`config.mk`:
```
export PLATFORM = sky130hd
export DESIGN_NAME = if_id_reg
export DESIGN_NICKNAME = d
export VERILOG_FILES = /design/src/rtl/if_id_reg.sv
export SDC_FILE = /design/constraint.sdc
export NUM_CORES = 1
export LEC_CHECK = 0
export BUFFER_PORTS_ARGS = -buffer_cell sky130_fd_sc_hd__buf_2
export CAP_MARGIN = 20
export CORE_ASPECT_RATIO = 0.7
export CORE_MARGIN = 2
export CORE_UTILIZATION = 40
export DETAILED_ROUTE_END_ITERATION = 12
export GPL_ROUTABILITY_DRIVEN = 0
export PLACE_DENSITY = 0.75
export SETUP_SLACK_MARGIN = 0.4
export SYNTH_ARGS = -nofsm -noshare
export SYNTH_HDL_FRONTEND = slang
export SYNTH_SLANG_ARGS = --single-unit
```
`constraint.sdc`:
```
create_clock -name clk -period 4.4 [get_ports clk]
set_clock_uncertainty 0.15 [all_clocks]
set_input_delay 0.88 -clock clk [delete_from_list [all_inputs] [get_ports clk]]
set_output_delay 0.88 -clock clk [all_outputs]
set_load 0.01 [all_outputs]
```
`src/rtl/if_id_reg.sv`:
```
// IF/ID pipeline register: one-cycle fetch-to-decode latency with fetch-fault tagging.
// Stall holds the slot (and defers any flush); flush loads a bubble; outputs are flop-only.
module if_id_reg #(
  parameter logic [31:0] IM_BASE  = 32'h0000_3000,
  parameter int          IM_WORDS = 1024,
  parameter int          CNT_W    = 16
) (
  input  logic             clk,
  input  logic             reset,
  input  logic             stall,
  input  logic             flush,
  input  logic [31:0]      if_pc,
  input  logic [31:0]      if_pc_4add,
  input  logic [31:0]      if_instr,
  output logic [31:0]      id_pc,
  output logic [31:0]      id_pc_4add,
  output logic [31:0]      id_instr,
  output logic             id_valid,
  output logic             id_exc,
  output logic [1:0]       state,
  output logic [CNT_W-1:0] stall_cnt,
  output logic [CNT_W-1:0] flush_cnt
);

  typedef enum logic [1:0] {
    RUN    = 2'd0,
    HOLD   = 2'd1,
    BUBBLE = 2'd2
  } state_e;

  localparam logic [31:0] IM_LAST = IM_BASE + 32'(4 * IM_WORDS) - 32'd4;

  // Declaration initialisers give the reset image before the first clock edge.
  logic [31:0]      id_pc_q         = IM_BASE;
  logic [31:0]      id_pc_4add_q    = IM_BASE + 32'd4;
  logic [31:0]      id_instr_q      = 32'h0;
  logic             id_valid_q      = 1'b0;
  logic             id_exc_q        = 1'b0;
  state_e           state_q         = BUBBLE;
  logic             pending_flush_q = 1'b0;
  logic [CNT_W-1:0] stall_cnt_q     = '0;
  logic [CNT_W-1:0] flush_cnt_q     = '0;

  logic [31:0]      id_pc_d;
  logic [31:0]      id_pc_4add_d;
  logic [31:0]      id_instr_d;
  logic             id_valid_d;
  logic             id_exc_d;
  state_e           state_d;
  logic             pending_flush_d;
  logic [CNT_W-1:0] stall_cnt_d;
  logic [CNT_W-1:0] flush_cnt_d;

  logic fetch_fault;

  assign fetch_fault = (|if_pc[1:0]) || (if_pc < IM_BASE) || (if_pc > IM_LAST);

  always_comb begin
    id_pc_d         = id_pc_q;
    id_pc_4add_d    = id_pc_4add_q;
    id_instr_d      = id_instr_q;
    id_valid_d      = id_valid_q;
    id_exc_d        = id_exc_q;
    state_d         = state_q;
    pending_flush_d = pending_flush_q;
    stall_cnt_d     = stall_cnt_q;
    flush_cnt_d     = flush_cnt_q;

    if (stall) begin
      // Slot frozen; a flush seen now is remembered and applied once on release.
      state_d         = HOLD;
      pending_flush_d = pending_flush_q | flush;
      if (stall_cnt_q != {CNT_W{1'b1}}) begin
        stall_cnt_d = stall_cnt_q + CNT_W'(1);
      end
    end else if (flush || pending_flush_q) begin
      id_pc_d         = if_pc;
      id_pc_4add_d    = if_pc_4add;
      id_instr_d      = 32'h0;
      id_valid_d      = 1'b0;
      id_exc_d        = 1'b0;
      state_d         = BUBBLE;
      pending_flush_d = 1'b0;
      if (flush_cnt_q != {CNT_W{1'b1}}) begin
        flush_cnt_d = flush_cnt_q + CNT_W'(1);
      end
    end else begin
      id_pc_d      = if_pc;
      id_pc_4add_d = if_pc_4add;
      id_instr_d   = fetch_fault ? 32'h0 : if_instr;
      id_valid_d   = 1'b1;
      id_exc_d     = fetch_fault;
      state_d      = RUN;
    end
  end

  always_ff @(posedge clk) begin
    if (reset) begin
      id_pc_q         <= IM_BASE;
      id_pc_4add_q    <= IM_BASE + 32'd4;
      id_instr_q      <= 32'h0;
      id_valid_q      <= 1'b0;
      id_exc_q        <= 1'b0;
      state_q         <= BUBBLE;
      pending_flush_q <= 1'b0;
      stall_cnt_q     <= '0;
      flush_cnt_q     <= '0;
    end else begin
      id_pc_q         <= id_pc_d;
      id_pc_4add_q    <= id_pc_4add_d;
      id_instr_q      <= id_instr_d;
      id_valid_q      <= id_valid_d;
      id_exc_q        <= id_exc_d;
      state_q         <= state_d;
      pending_flush_q <= pending_flush_d;
      stall_cnt_q     <= stall_cnt_d;
      flush_cnt_q     <= flush_cnt_d;
    end
  end

  assign id_pc      = id_pc_q;
  assign id_pc_4add = id_pc_4add_q;
  assign id_instr   = id_instr_q;
  assign id_valid   = id_valid_q;
  assign id_exc     = id_exc_q;
  assign state      = state_q;
  assign stall_cnt  = stall_cnt_q;
  assign flush_cnt  = flush_cnt_q;

endmodule

```
Word-level counts from Yosys, hierarchy flattened:

Cells that the tools add are included.

* add/subtract/negate cells: 2
* magnitude comparators: 2
* equality and inequality tests: 2
* mux-type cells: 8
* bitwise operators: 2
* reduce and logical (&&, ||, !) cells: 7

Operators with widths (number)
* $mux 32: 2
* $add 16x1->16 const B: 2
* $gt 32x14->1 const B: 1
* $lt 32x14->1 const B: 1
* $ne 16x16->1 const B: 2
* $mux 1: 4
* $mux 2: 2
* $logic_or 1x1->1: 3
* $reduce_and 3->1: 1
* $reduce_and 2->1: 1
* $reduce_bool 2->1: 1
* $reduce_or 2->1: 1
* $not 1->1: 1
* $or 1x1->1: 1

* flip-flop bits (word level): 133
* bits of input ports: 100
* output and inout bits: 132
* word-level logic and storage cells: 32

Longest topological paths before layout:

Gate-level depths: netlist of the first run.

* word-level depth: 5
* depth in mapped cells: 7
* gate-level depth less buffers: 5

Worst setup path before layout of the first run:

No wires, ideal clock.

* path type: input to register
* start: in stall
* end: reg id_instr_q[0] (netlist: id_instr[0])
* setup time: 0.059 ns
* arrival time: 2.246 ns
* required time: 4.191 ns
* path slack: 1.945 ns
* cell stages on the path: 5
* path buffers: 2
* path through: buf_6 or4_4 nor4_4 buf_6 a22o_1

RTL lines
* start, declared: line 10 `input logic stall,`
* end signal, assigned: line 111 `id_instr_q <= id_instr_d;`
* end, declared: line 36 `logic [31:0] id_instr_q = 32'h0;`

==> results.md, run 1 <==
* Seq cells post-synth at 133
* Worst path cell trace: buf_4 -> clkinv_1 -> o311ai_0 -> o41ai_1
* Die H at 98.1 um
* CTS root buf: clkbuf_16
* Slew Viols, Final at 0
* # rows at 34
* Input/output buffers at 231
* Max-cap check violation count at 0
* H-tree depth at 4
* Pleak at roughly 3.4 nW
* Initial detailed-routing violation count at 199
* # setup viols final at 0
* Syn Inst Count at 498
* Setup_tns at 0 ns
* Busiest grt layer: met2
* Vias in the first global route at between 4k and 5k
* Post-route ant nets at 0
* CTS Buf Count at 17
* GRT overflow at 0
* Ant diodes at 0
* Final Cycle Share at 0.588
* I/O pin cnt at 232
* Avg Synthesized Cell Area at 10.2 um2
* Worst path top cell family by delay: buffers and inverters
* Die Wd at 138 um
* CTS tree: yes
* Fill cells at around 1.1k
* Reg area at 2660 um2
* Cell area after synthesis at slightly above 5000 um2
* Fmax at 387 MHz
* Routed WL at 13,800 um
* First-pass GRT wire length at between 20,000 and 25,000 um
* CTS Sinks at 133
* Share of layout cells above drive strength 1 at 0.383
* Clock latency on the worst-skew pair at 0.40 ns
* Worst Max-Slew Pin Slew at 1.05 ns
* Max incr delay on CP at around 0.73 ns
* Core ar. at 12,400 um2
* Placed Area at ~6300 um2
* M2 GR Usage at 0.342
* Dpl cells at ~860
* Design Area, Final at 6880 um2
* Hold crit path type: reg -> reg
* M3 GR Usage at 0.0486
* Antenna violations before repair at 0
* Gr usage total at 0.198
* Post-synth net total at 600
* Final net count at 823
* Yosys cell types at 38
* Total die area at 13,600 um2
* Worst Path Required at 4.49 ns
* Ys flop type: dfxtp_1
* Endpoint class of the critical path: register
* Via count at 4,586
* Crit path DAT at between 2 and 3 ns
* Multi-input gate area at 2220 um2
* Pwr/cell area at 418 nW/um2
* Grt met1 use at 0.244
* Unrepaired setup endpoints after global routing: false
* Clock slew at reported path FFs at 0.06 ns
* CTS resizes at 0
* Critical path class: in -> reg
* Max VDD drop at 0.317 mV
* WL per Instance at 15.4 um
* Largest net degree at the start of global routing at ~100
* CP startpoint kind: input pin
* FFs w/ async S/R, synth at 0
* Cts-stage hold buffer count at 0
* P&R area growth vs syn at 36.2%
* Post-synth EDFFs at 0
* DRC viols at 0
* Final Instance Count excl. Fillers at 896
* CP max stage cell: buf_4
* Status: completed
* Post-CTS setup buffer count at 0
* Max-slew headroom at the worst pin at 0.299
* Final hold vios at 0
* Post-DP HPWL at approximately 10,000 um
* Max Fanout on Critical Path at 100
* First-pass iteration count of the detailed router at 4
* Max Root-Sink Buffers at 2
* Starting Density at 0.408
* Post-layout min period at 2.59 ns
* YS warnings at 0
* Sequential share of the synthesized area at 0.527
* Drt via density at 5.12
* Bufs and invs on worst path at 2
-- synth_stat cells (8+ instances only) --
| master | number | area [um2] |
|---|---|---|
| a21oi_1 | 24 | 120 |
| a22o_1 | 32 | 280 |
| buf_2 | 8 | 40.0 |
| clkbuf_1 | 17 | 63.8 |
| dfxtp_1 | 133 | 2660 |
| mux2i_1 | 67 | 671 |
| nand2_1 | 22 | 82.6 |
| nand3_1 | 9 | 45.0 |
| nand4_1 | 13 | 81.3 |
| nor2_1 | 73 | 274 |
| nor2b_1 | 8 | 50.1 |
| o21ai_0 | 14 | 70.1 |
| or3_1 | 10 | 62.6 |
| or4_1 | 8 | 60.1 |
-- logic make-up after synthesis --
family                   synth area share
adder cells (fa/ha/maj)           0.00495
AO/OA/AOI/OAI                       0.118
XOR/XNOR                          0.00173
AND/OR/NAND/NOR                     0.164
multiplexers                        0.148
flip-flops                          0.527
buffers and inverters              0.0361
-- metrics by stage --
| step | utilization | hold WS [ns] | total power (W) | setup slack, ns |
|---|---|---|---|---|
| floorplan | - | 0.315 | 0.00141 | 1.95 |
| global placement | 0.508 | 0.291 | 0.00151 | 1.54 |
| detailed placement | 0.508 | 0.300 | 0.00152 | 1.45 |
| CTS | 0.556 | 0.310 | 0.00291 | 1.87 |
| global route | 0.556 | 0.318 | 0.00298 | 1.63 |
| finish | 0.556 | 0.304 | 0.00288 | 1.81 |
-- registers in the layout (all words and copies together) (netlist names) --
signal and flops:
pending_flush_q 1, id_exc 1, flush_cnt 16, stall_cnt 16
id_valid 1, state 2, id_pc_4add 32, id_instr 32
id_pc 32
-- metal layers --
layer / wire length [um] / part of all wire / vias up
met5: 0 / 0 / -
met4: 157 / 0.011 / 0
met3: 660 / 0.048 / 14
met2: 6950 / 0.50 / 150
met1: 6050 / 0.44 / 2180
li1: - / - / 2242
-- power breakdown --
part / leakage [nW] / switching [W] / internal [W]
clock network: 0.283 / 0.000534 / 0.000855
registers: 1.09 / 0.0000218 / 0.00125
logic: 2.01 / 0.000121 / 0.000103
-- cell usage in the layout (no fill, tap or decap), types with 6 or more instances in the layout --
master,instances
a21oi_1,24
a22o_1,32
and3_1,7
buf_2,229
buf_4,6
clkbuf_16,17
dfxtp_1,133
mux2_2,7
mux2i_1,67
nand2_1,22
nand3_1,9
nand4_1,13
nor2_1,73
nor2b_1,7
o21ai_0,14
o31ai_1,7
or3_1,10
or4_1,8
-- path summary, 6_finish.rpt --
path | startpoint | end | slack, ns | cells past startpoint
max | reset | flush_cnt[10] | 1.81 | 4
min | id_valid | id_valid | 0.30 | 2
max reg2reg | stall_cnt[0] | stall_cnt[0] | 2.17 | 5
min reg2reg | id_valid | id_valid | 0.30 | 2
-- cell type report --
cell class	instances	area share
clock buffers	18	0.0638
clock inverters	14	0.0218
inverters	5	0.00273
multi-input cells	329	0.322
flip-flops and latches	133	0.387
well taps	162	0.0294
repair buffers	235	0.173
-- worst min-delay path, delay by kind of cell (launching register included) --
kind             cells  cell delay (ns)
flip-flops           1             0.31
AND/OR/NAND/NOR      2             0.10
Note: power is estimated with default switching activity, not from simulation.
==> run 2, diff against run 1 <==
PLACE_DENSITY = 0.78   (was 0.75)
clock period = 2.3 ns   (was 4.4 ns; I/O delays follow)
==> run 2 against run 1 <==
  * Sequential share of layout area down 0.77 points
  * Design area up 2.3%
  * Critical path depth unchanged
  * Clock-buffer cell count up 1
  * Global-route usage down 0.57 points
  * Utilization up 1.3 points
  * Routed wire length down 2.2%
  * First-iteration DRC count up 15%
  * Largest cell class unchanged
  * Largest power group unchanged
  * Highest routed layer is now met5
==> results.md, run 2 (synthesis gave the netlist of run 1 again) <==
* Status: completed
* Setup_tns at 0 ns (unchanged)
* Post-DP HPWL at 9660 um (-3.7%)
* Max Root-Sink Buffers at 2 (unchanged)
* Worst setup startpoint: stall_cnt[3]
* Die Wd at 138 um (unchanged)
* Starting Density at 0.408 (unchanged)
* Crit path DAT at 2.03 ns (-0.65 ns)
* Worst Path Required at 2.48 ns (-2.01 ns)
* Vias in the first global route at 4,290 (-3.6%)
* Unrepaired setup endpoints after global routing: true
* CTS tree: yes
* CTS root buf: clkbuf_16
* Die H at 98.1 um (unchanged)
* Fmax at 541 MHz
* Post-layout min period at 1.85 ns
* Worst Max-Slew Pin Slew at 1.05 ns (+0.00329 ns)
* Gr usage total at 0.192 (-0.00571)
* # setup viols final at 0 (unchanged)
* Max-slew headroom at the worst pin at 0.297 (-0.00219)
* Final hold vios at 0 (unchanged)
* Worst reg-to-reg setup slack at 0.45 ns (-1.72 ns)
* First-pass iteration count of the detailed router at 4 (unchanged)
* Placed Area at 6370 um2 (+1.2%)
* Pleak at 3.43 nW (+1.5%)
* Most frequent cells in the layout: buf_2 (229), dfxtp_1 (127), nor2_1 (73)
* H-tree depth at 4 (unchanged)
* Share of layout cells above drive strength 1 at 0.410 (+0.0274)
* CP startpoint kind: register
* Input/output buffers at 231 (unchanged)
* Final Cycle Share at 0.804
* Hold WS at 0.111 ns (-0.193 ns)
* Critical path class: reg -> reg
* Initial detailed-routing violation count at 228 (+15%)
* Cts-stage hold buffer count at 0 (unchanged)
* Max VDD drop at 0.512 mV (+61%)
* Routed WL at 13,500 um (-2.2%)
* Antenna violations before repair at 2 (+2)
* I/O pin cnt at 232 (unchanged)
* Final net count at 835 (+1.5%)
* # rows at 34 (unchanged)
* Clock slew at reported path FFs at 0.06 ns (about the same)
* Max-cap check violation count at 0 (unchanged)
* Drt via density at 5.05 (-1.3%)
* First-pass GRT wire length at 21,200 um (-3.9%)
* Min-Delay Startpoint: if_instr[4]
* Final core utilization at 0.569 (+0.0129)
* Fill cells at 1,084 (+0.84%)
* Final worst slack at 0.452 ns (-1.36 ns)
* CTS Sinks at 133 (unchanged)
* Clock latency on the worst-skew pair at 0.41 ns (about the same)
* Pwr/cell area at 790 nW/um2 (+89%)
* Slew Viols, Final at 0 (unchanged)
* CTS Buf Count at 17 (unchanged)
* Largest net degree at the start of global routing at 65 (-36%)
* Reg-to-Reg Start: stall_cnt[3]
* Post-route ant nets at 0 (unchanged)
* Total die area at 13,600 um2 (unchanged)
* WL per Instance at 14.9 um (-3.6%)
* DRC viols at 0 (unchanged)
* Pre-CTS setup slack at 0.175 ns (-1.28 ns)
* Max Fanout on Critical Path at 6 (-94%)
* Design Area, Final at 7040 um2 (+2.3%)
* GRT overflow at 0 (unchanged)
* Via count at 4,593 (+0.15%)
* Core ar. at 12,400 um2 (unchanged)
* P&R area growth vs syn at 39.4%
* Commonest non-fill, non-tap cell in the layout: buf_2
* Endpoint class of the critical path: register
* Hold crit path type: in -> reg
==> run 2: changes by cell type in the layout (fill, tap and decap cells not counted), sizes merged <==
cell | before | now
buf | 235 | 246
and3 | 7 | 8
clkinv | 6 | 4
clkinvlp | 3 | 4
diode | 0 | 1
clkbuf | 18 | 19
==> run 2: metrics by stage <==
stage | std cells | total power [W]
after detailed placement | 870 | 0.00291
final | 909 | 0.00557
after floorplan | 498 | 0.00270
after global routing | 909 | 0.00578
after CTS | 902 | 0.00562
after global placement | 870 | 0.00291
==> run 2: where the power goes <==
| group | internal (W) | total [W] | switching [W] |
|---|---|---|---|
| combinational | 0.000207 | 0.000437 | 0.000230 |
| clock | 0.00164 | 0.00270 | 0.00106 |
| sequential | 0.00238 | 0.00243 | 0.0000435 |
| total | 0.00423 | 0.00557 | 0.00133 |
==> run 2: path summary, 6_finish.rpt <==
kind,to,cells past startpoint
worst min-delay path,id_instr[4],2
worst max register to register,stall_cnt[12],4
worst min register to register,id_valid,2
worst max-delay path,stall_cnt[12],4
==> run 2: metal layers <==
layer	part of all wire	up-vias	track usage
li1	-	2269	-
met3	0.084	20	0.0736
met5	0.00096	-	0
met4	0.014	2	0.0636
met2	0.47	167	0.314
met1	0.43	2135	0.235
==> run 2: critical path: stages (launching register included) <==
cell and delay [ns]:
dfxtp_1 0.44, and4_2 0.32, nand4_1 0.20, or4_1 0.52, a21oi_1 0.15
==> run 2: timing repair <==
action                     4_1_cts  5_1_grt
gates cloned                     0        1
pin swaps                        0        4
setup buffers                    0        5
setup endpoints to repair       11       13
resized for setup                5       11
==> run 2: layout make-up <==
| cell class | count | area, um2 | share of cell area |
|---|---|---|---|
| repair buffers | 246 | 1300 | 0.184 |
| clock buffers | 19 | 443 | 0.0629 |
| inverters | 5 | 18.8 | 0.00266 |
| flip-flops and latches | 133 | 2670 | 0.379 |
| multi-input cells | 330 | 2260 | 0.321 |
| diodes | 1 | 2.50 | 0.000355 |
| clock inverters | 13 | 148 | 0.0210 |
| well taps | 162 | 203 | 0.0288 |
